--- src/rtl/na_sweep_if.sv ---
// Bus-initiator and result-stream bundle between the sweep master and its peers.
// Latency: none, wires only.
// Backpressure: bus completes on ack_i; results are held while res_ready_i is low.
interface na_sweep_if;
    logic [15:0] addr_o;
    logic        wen_o;
    logic        ren_o;
    logic [31:0] wdata_o;
    logic        ack_i;
    logic [31:0] rdata_i;
    logic        res_valid_o;
    logic        res_ready_i;
    logic [15:0] res_index_o;
    logic [61:0] res_i_o;
    logic [61:0] res_q_o;

    modport master (
        output addr_o, wen_o, ren_o, wdata_o,
        input  ack_i, rdata_i,
        output res_valid_o,
        input  res_ready_i,
        output res_index_o, res_i_o, res_q_o
    );

    modport slave (
        input  addr_o, wen_o, ren_o, wdata_o,
        output ack_i, rdata_i,
        input  res_valid_o,
        output res_ready_i,
        input  res_index_o, res_i_o, res_q_o
    );
endinterface

--- src/rtl/na_sweep_master.sv ---
// Frequency sweep master: per point write freq, poll/read four sum words, emit one I/Q result.
// Latency: 2 cycles per bus access with a +1 ack; 1 OUT + 1 NEXT cycle per point.
// Backpressure: holds the result in OUT until res_ready_i; missing ack -> sticky error.
module na_sweep_master #(
    parameter logic [15:0] TRIG_ADDR   = 16'h108,
    parameter logic [15:0] SUM_ADDR    = 16'h140,
    parameter int          ACK_TIMEOUT = 16
) (
    input  logic        clk_i,
    input  logic        rst_i,
    input  logic        start_i,
    input  logic        abort_i,
    input  logic [31:0] f_start_i,
    input  logic [31:0] f_step_i,
    input  logic [15:0] n_points_i,
    na_sweep_if.master  bus,
    output logic        busy_o,
    output logic        done_o,
    output logic        err_o
);

    typedef enum logic [3:0] {
        S_IDLE, S_WR, S_WR_WAIT, S_POLL, S_POLL_WAIT,
        S_RD, S_RD_WAIT, S_OUT, S_NEXT, S_ERR
    } state_t;

    state_t      state;
    logic [31:0] freq;
    logic [31:0] step;
    logic [15:0] npts;
    logic [15:0] index;
    logic [30:0] i_lo;
    logic [30:0] i_hi;
    logic [30:0] q_lo;
    logic [1:0]  rd_sel;
    logic [15:0] tmo_cnt;

    // Cycle 1 after the strobe has tmo_cnt==1, so the last acceptable ack is at ACK_TIMEOUT.
    logic tmo_hit;
    assign tmo_hit = (tmo_cnt == 16'(ACK_TIMEOUT));

    // Sweep sequencer; every bus and status output is registered here.
    always_ff @(posedge clk_i or posedge rst_i) begin
        if (rst_i) begin
            state           <= S_IDLE;
            bus.addr_o      <= '0;
            bus.wdata_o     <= '0;
            bus.wen_o       <= 1'b0;
            bus.ren_o       <= 1'b0;
            bus.res_valid_o <= 1'b0;
            bus.res_index_o <= '0;
            bus.res_i_o     <= '0;
            bus.res_q_o     <= '0;
            busy_o          <= 1'b0;
            done_o          <= 1'b0;
            err_o           <= 1'b0;
            freq            <= '0;
            step            <= '0;
            npts            <= '0;
            index           <= '0;
            i_lo            <= '0;
            i_hi            <= '0;
            q_lo            <= '0;
            rd_sel          <= '0;
            tmo_cnt         <= '0;
        end else begin
            // Strobes and done are single-cycle pulses.
            bus.wen_o <= 1'b0;
            bus.ren_o <= 1'b0;
            done_o    <= 1'b0;
            if (abort_i && state != S_IDLE) begin
                // Abandon whatever is in flight; a late ack lands in IDLE and is ignored.
                state           <= S_IDLE;
                bus.res_valid_o <= 1'b0;
                busy_o          <= 1'b0;
            end else begin
                case (state)
                    S_IDLE, S_ERR: begin
                        if (start_i) begin
                            err_o <= 1'b0;
                            freq  <= f_start_i;
                            step  <= f_step_i;
                            npts  <= n_points_i;
                            index <= '0;
                            if (n_points_i == 16'd0) begin
                                done_o <= 1'b1;
                                busy_o <= 1'b0;
                                state  <= S_IDLE;
                            end else begin
                                busy_o      <= 1'b1;
                                state       <= S_WR;
                                bus.wen_o   <= 1'b1;
                                bus.addr_o  <= TRIG_ADDR;
                                bus.wdata_o <= f_start_i;
                            end
                        end
                    end
                    S_WR: begin
                        state   <= S_WR_WAIT;
                        tmo_cnt <= 16'd1;
                    end
                    S_POLL: begin
                        state   <= S_POLL_WAIT;
                        tmo_cnt <= 16'd1;
                    end
                    S_RD: begin
                        state   <= S_RD_WAIT;
                        tmo_cnt <= 16'd1;
                    end
                    S_WR_WAIT, S_POLL_WAIT, S_RD_WAIT: begin
                        if (bus.ack_i) begin
                            if (state == S_WR_WAIT) begin
                                state      <= S_POLL;
                                bus.ren_o  <= 1'b1;
                                bus.addr_o <= SUM_ADDR;
                            end else if (state == S_POLL_WAIT) begin
                                // Bit 31 set means the responder is still averaging.
                                bus.ren_o <= 1'b1;
                                if (bus.rdata_i[31]) begin
                                    state <= S_POLL;
                                end else begin
                                    i_lo       <= bus.rdata_i[30:0];
                                    rd_sel     <= 2'd0;
                                    state      <= S_RD;
                                    bus.addr_o <= SUM_ADDR + 16'h4;
                                end
                            end else begin
                                case (rd_sel)
                                    2'd0:    i_hi <= bus.rdata_i[30:0];
                                    2'd1:    q_lo <= bus.rdata_i[30:0];
                                    default: begin
                                        state           <= S_OUT;
                                        bus.res_valid_o <= 1'b1;
                                        bus.res_index_o <= index;
                                        bus.res_i_o     <= {i_hi, i_lo};
                                        bus.res_q_o     <= {bus.rdata_i[30:0], q_lo};
                                    end
                                endcase
                                if (rd_sel != 2'd2) begin
                                    rd_sel     <= rd_sel + 2'd1;
                                    state      <= S_RD;
                                    bus.ren_o  <= 1'b1;
                                    bus.addr_o <= SUM_ADDR + {12'd0, rd_sel + 2'd2, 2'b00};
                                end
                            end
                        end else if (tmo_hit) begin
                            state  <= S_ERR;
                            err_o  <= 1'b1;
                            busy_o <= 1'b0;
                        end else begin
                            tmo_cnt <= tmo_cnt + 16'd1;
                        end
                    end
                    S_OUT: begin
                        if (bus.res_ready_i) begin
                            bus.res_valid_o <= 1'b0;
                            state           <= S_NEXT;
                        end
                    end
                    S_NEXT: begin
                        index <= index + 16'd1;
                        freq  <= freq + step;
                        if (index + 16'd1 == npts) begin
                            done_o <= 1'b1;
                            busy_o <= 1'b0;
                            state  <= S_IDLE;
                        end else begin
                            state       <= S_WR;
                            bus.wen_o   <= 1'b1;
                            bus.addr_o  <= TRIG_ADDR;
                            bus.wdata_o <= freq + step;
                        end
                    end
                    default: state <= S_IDLE;
                endcase
            end
        end
    end

endmodule

--- src/flat_wrapper.sv ---
// flat-port wrapper written by rule: the top's interface ports become plain ports
module na_sweep_master_flat 
#(
    parameter logic [15:0] TRIG_ADDR   = 16'h108,
    parameter logic [15:0] SUM_ADDR    = 16'h140,
    parameter int          ACK_TIMEOUT = 16
)
  (clk_i, rst_i, start_i, abort_i, f_start_i, f_step_i, n_points_i, busy_o, done_o, err_o, bus_addr_o, bus_wen_o, bus_ren_o, bus_wdata_o, bus_ack_i, bus_rdata_i, bus_res_valid_o, bus_res_ready_i, bus_res_index_o, bus_res_i_o, bus_res_q_o);
  na_sweep_if bus_i ();
  input  logic clk_i;
  input  logic rst_i;
  input  logic start_i;
  input  logic abort_i;
  input  logic [31:0] f_start_i;
  input  logic [31:0] f_step_i;
  input  logic [15:0] n_points_i;
  output logic busy_o;
  output logic done_o;
  output logic err_o;
  output wire logic [$bits(bus_i.addr_o)-1:0] bus_addr_o;
  output wire logic [$bits(bus_i.wen_o)-1:0] bus_wen_o;
  output wire logic [$bits(bus_i.ren_o)-1:0] bus_ren_o;
  output wire logic [$bits(bus_i.wdata_o)-1:0] bus_wdata_o;
  input wire logic [$bits(bus_i.ack_i)-1:0] bus_ack_i;
  input wire logic [$bits(bus_i.rdata_i)-1:0] bus_rdata_i;
  output wire logic [$bits(bus_i.res_valid_o)-1:0] bus_res_valid_o;
  input wire logic [$bits(bus_i.res_ready_i)-1:0] bus_res_ready_i;
  output wire logic [$bits(bus_i.res_index_o)-1:0] bus_res_index_o;
  output wire logic [$bits(bus_i.res_i_o)-1:0] bus_res_i_o;
  output wire logic [$bits(bus_i.res_q_o)-1:0] bus_res_q_o;
  assign bus_addr_o = bus_i.addr_o;
  assign bus_wen_o = bus_i.wen_o;
  assign bus_ren_o = bus_i.ren_o;
  assign bus_wdata_o = bus_i.wdata_o;
  assign bus_i.ack_i = bus_ack_i;
  assign bus_i.rdata_i = bus_rdata_i;
  assign bus_res_valid_o = bus_i.res_valid_o;
  assign bus_i.res_ready_i = bus_res_ready_i;
  assign bus_res_index_o = bus_i.res_index_o;
  assign bus_res_i_o = bus_i.res_i_o;
  assign bus_res_q_o = bus_i.res_q_o;
  na_sweep_master #(.TRIG_ADDR(TRIG_ADDR), .SUM_ADDR(SUM_ADDR), .ACK_TIMEOUT(ACK_TIMEOUT)) u_core (.clk_i(clk_i), .rst_i(rst_i), .start_i(start_i), .abort_i(abort_i), .f_start_i(f_start_i), .f_step_i(f_step_i), .n_points_i(n_points_i), .bus(bus_i), .busy_o(busy_o), .done_o(done_o), .err_o(err_o));
endmodule
--- config.mk ---
export PLATFORM = sky130hd
export DESIGN_NAME = na_sweep_master_flat
export DESIGN_NICKNAME = d
export VERILOG_FILES = /design/src/rtl/na_sweep_if.sv /design/src/rtl/na_sweep_master.sv /design/src/flat_wrapper.sv
export SDC_FILE = /design/constraint.sdc
export NUM_CORES = 1
export LEC_CHECK = 0
export CAP_MARGIN = 20
export CORE_AREA = 2 2 188 190
export DETAILED_ROUTE_END_ITERATION = 16
export DIE_AREA = 0 0 190 192
export PLACE_DENSITY_LB_ADDON = 0.08
export RECOVER_POWER = 100
export SYNTH_ARGS = -nofsm -noshare
export SYNTH_HDL_FRONTEND = slang
export SYNTH_SLANG_ARGS = --single-unit
--- constraint.sdc ---
create_clock -name clk_i -period 15.5 [get_ports clk_i]
set_clock_uncertainty 0.1 [all_clocks]
set_input_delay 3.1 -clock clk_i [delete_from_list [all_inputs] [get_ports clk_i]]
set_output_delay 3.1 -clock clk_i [all_outputs]
set_load 0.02 [all_outputs]
==> summary.md <==
| Metric | Value |
|---|---|
| Nets@finish | 1,943 |
| CP Cell Sequence | dlygate4sd3_1 -> nor4b_1 -> nand2_1 -> clkbuf_1 -> mux2_2 |
| WL final | ~43,000 microns |
| Die H | about 190 microns |
| Final std cells w/o fill | about 2,300 |
| First-pass iteration count of the detailed router | 5 |
| Seq/Total Area, Yosys | 0.5463 |
| Yosys cell types | between 60 and 70 |
| Setup TNS | 0 ps |
| Ys flop type | dfrtp_1 |
| WP data arrival | just under 10,000 ps |
| Post-route DRC | 0 |
| Total gr overflow | 0 |
| H-tree depth reported by CTS | 2 |
| Synth top area share | 0.5463 |
| Violated checks | capacitance limit, slew limit |
| Setup crit start kind | input pin |
| Asr flop ratio synth | 1.000 |
| Sequential cell area | between 9000 and 10,000 sq um |
| Core box area | between 30,000 and 40,000 sq um |
| Deepest clock path buffer count | 3 |
| Flops & latches, synth | approximately 400 |
| PortBufs | around 300 |
| Initial core utilization | 0.5251 |
| P&R area growth vs syn | 25.74% |
| Routed vias | between 10,000 and 15,000 |
| CP Capture Type | flop |
| Mapped cell area | 18,000 sq um |
| Slew @ Worst Pin | slightly below 6000 ps |
| Critical path peak fanout | 74 |
| Row cnt | 68 |
| Leading area contributor after synthesis | dfrtp_1 |
| CP max stage cell | clkbuf_1 |
| Pwr dens | ~180 nW/um^2 |
| Leakage | 11.06 nW |
| Layout cells sized above 1 | 0.2066 |
| Syn. warnings | 0 |
| Max-cap violations | 10 |
| CTS sink cnt | a little under 400 |
| Number of antenna violations at the first check in global routing | 2 |
| Die area | ~36,000 sq um |
| Hold buffer count at cts | 0 |
| Placed Cells | between 2,000 and 2,500 |
| Power Total | 4.024 mW |
| Die width | ~190 microns |
| # fillers | about 2,700 |
| Fmax | about 110 MHz |
| Cell count after synthesis | 1,508 |
| Status | complete, but fails checks |
| Period utilisation layout | 0.6134 |
| Routed len/inst | between 15 and 20 microns |
| Number of buffers created by CTS | 42 |
| Drt via density | about 5.5 |
| Tmin final | between 9000 and 10,000 ps |
| Post-route ant nets | 0 |
| Placer congestion estimate | approximately 0.9 |
| Vias in the first global route | 12,727 |
| Max rail drop VDD | around 0.13 mV |
| Worst path required time | around 16,000 ps |
| CTS tree | built |
| Io pins | 312 |
| Setup CP Type | input pin to flop |
| Slew headroom | -2.875 |
| CP max stage delay | about 3000 ps |
| Clock slew at reported path FFs | roughly 60 ps |
| Post-synth EDFFs | 0 |
| Fin. Hold Viols | 0 |
| # setup viols final | 0 |
| Skew-Pair Late Insertion Delay | between 500 and 600 ps |
| Iteration-0 DRC Markers | roughly 560 |
| Post-CTS setup buffer count | 0 |
| Global Route Usage Sum | 0.2365 |
| RSZ-0062 raised after global routing | false |
| Worst min path class | flop to flop |
| Area of the multi-input gates | between 7000 and 8000 sq um |
| CTS resizes | 0 |
| Synthesized area per cell | between 10 and 15 sq um |
| Slew Limit Fails | roughly 540 |
| CTS Root Cell | clkbuf_16 |
| Dominant cells by area after synthesis | dfrtp_1 55%, mux2_2 18%, nand2_1 3.0%, ha_1 2.6%, o21ai_0 2.3% |
| Pin count of the biggest net entering global routing | roughly 180 |
| First-pass GRT wire length | between 60,000 and 70,000 microns |
| Detailed placer's ending HPWL | approximately 29,000 microns |
==> worst max-delay path: cells and delay by family <==
family | cells | cell delay, ps
simple gates | 2 | 2300
buf+inv | 2 | 3840
mux | 1 | 580
==> power breakdown <==
group / switching, mW / leakage, nW / internal [mW] / total [mW]
Clock: 0.413 / 0.674 / 0.572 / 0.985
Sequential: 0.185 / 5.19 / 1.31 / 1.50
Combinational: 0.832 / 5.20 / 0.710 / 1.54
Total: 1.43 / 11.1 / 2.59 / 4.02
==> layout by cell type, fill, tap and decap left out, drive strengths merged, types with 8 or more instances in the layout <==
cell type      Yosys  routed
a211oi             8       8
a21o              27      27
a21oi             71      71
a31oi             12      12
and3              14      14
clkbuf            51      73
clkdlybuf4s50      0     114
clkinv             0       8
conb               1      12
dfrtp            393     393
dlygate4sd3        0     185
ha                37      37
inv               19      19
mux2             303     303
nand2            145     145
nand2b            10      10
nand3             29      29
nand4             14      14
nor2              69      69
nor2b             10      10
nor3              14      14
nor4              12      12
o21ai             84      84
o31ai             12      12
or3                9       9
xnor2             35      35
xor2              26      26
==> metrics by stage <==
stage | setup slack [ps] | hold slack (ps) | cell area (sq um) | util
3_3_place_gp | 8805 | 348.5 | 21340 | 0.6224
4_1_cts | 9342 | 372.3 | 22720 | 0.6627
3_5_place_dp | 8732 | 355.2 | 21360 | 0.6229
2_1_floorplan | 1374 | 349.8 | 18040 | -
5_1_grt | 5346 | 397.1 | 22640 | 0.6602
6_report | 5993 | 362.2 | 22640 | 0.6602
==> Yosys cell counts (8+ instances only) <==
master / n
dfrtp_1: 393
mux2_2: 293
nand2_1: 144
o21ai_0: 83
a21oi_1: 70
nor2_1: 68
clkbuf_1: 50
ha_1: 37
xnor2_1: 35
nand3_1: 28
a21o_1: 27
xor2_1: 26
inv_1: 18
buf_4: 15
and3_1: 14
nand4_1: 14
nor3_1: 13
a31oi_1: 12
buf_1: 12
o31ai_1: 12
nor4_1: 11
nand2b_1: 10
nor2b_1: 10
or3_1: 9
a211oi_1: 8
==> final timing paths <==
check | cells past startpoint | startpoint | slack, ps | end
max reg2reg | 6 | u_core.state[3]$_DFFE_PP0P_ | 8460 | u_core.bus.res_q_o[35]$_DFFE_PP0P_
max in group asynchronous | 3 | rst_i | 7860 | u_core.q_lo[5]$_DFFE_PP0P_
min | 1 | u_core.bus.addr_o[8]$_DFFE_PP0P_ | 360 | u_core.bus.addr_o[8]$_DFFE_PP0P_
max | 5 | abort_i | 5990 | u_core.bus.res_q_o[35]$_DFFE_PP0P_
min reg2reg | 1 | u_core.bus.addr_o[8]$_DFFE_PP0P_ | 360 | u_core.bus.addr_o[8]$_DFFE_PP0P_
min in group asynchronous | 2 | rst_i | 4640 | u_core.i_hi[7]$_DFFE_PP0P_
==> cell families after synthesis <==
family	after synthesis	share of synthesized area
xor+xnor	61	0.02968
other cells	1	0.0002083
compound gates	255	0.08666
flops	393	0.5463
simple gates	349	0.09188
mux	306	0.1920
fa+ha+maj	38	0.02683
buf+inv	105	0.02648
==> area by class of cell <==
| type | count | share of cell area |
|---|---|---|
| antenna | 2 | 0.0002211 |
| clock buffer | 66 | 0.05483 |
| clock inverter | 11 | 0.005361 |
| inverter | 19 | 0.003261 |
| multi-input combinational | 1021 | 0.3415 |
| sequential | 393 | 0.4344 |
| tap | 455 | 0.02515 |
| timing repair buffer | 310 | 0.1352 |
==> registers in the layout (all words and copies together) (netlist names) <==
signal	flops
u_core.err_o	1
u_core.state	4
u_core.tmo_cnt	16
u_core.bus.res_valid_o	1
u_core.bus.res_q_o	62
u_core.bus.ren_o	1
u_core.bus.wdata_o	32
u_core.q_lo	31
u_core.busy_o	1
u_core.rd_sel	2
u_core.step	32
u_core.bus.res_index_o	16
u_core.bus.addr_o	4
u_core.index	16
u_core.i_hi	31
u_core.bus.res_i_o	62
u_core.freq	32
u_core.npts	16
u_core.done_o	1
u_core.i_lo	31
u_core.bus.wen_o	1
==> routing by layer <==
metal | routed length (microns) | GRT usage | share of wire
met5 | 0 | 0 | 0
met4 | 1064 | 0.07812 | 0.025
met1 | 18230 | 0.3054 | 0.43
met3 | 2654 | 0.06231 | 0.062
met2 | 20690 | 0.3894 | 0.49
Note: power is estimated with default switching activity, not from simulation.
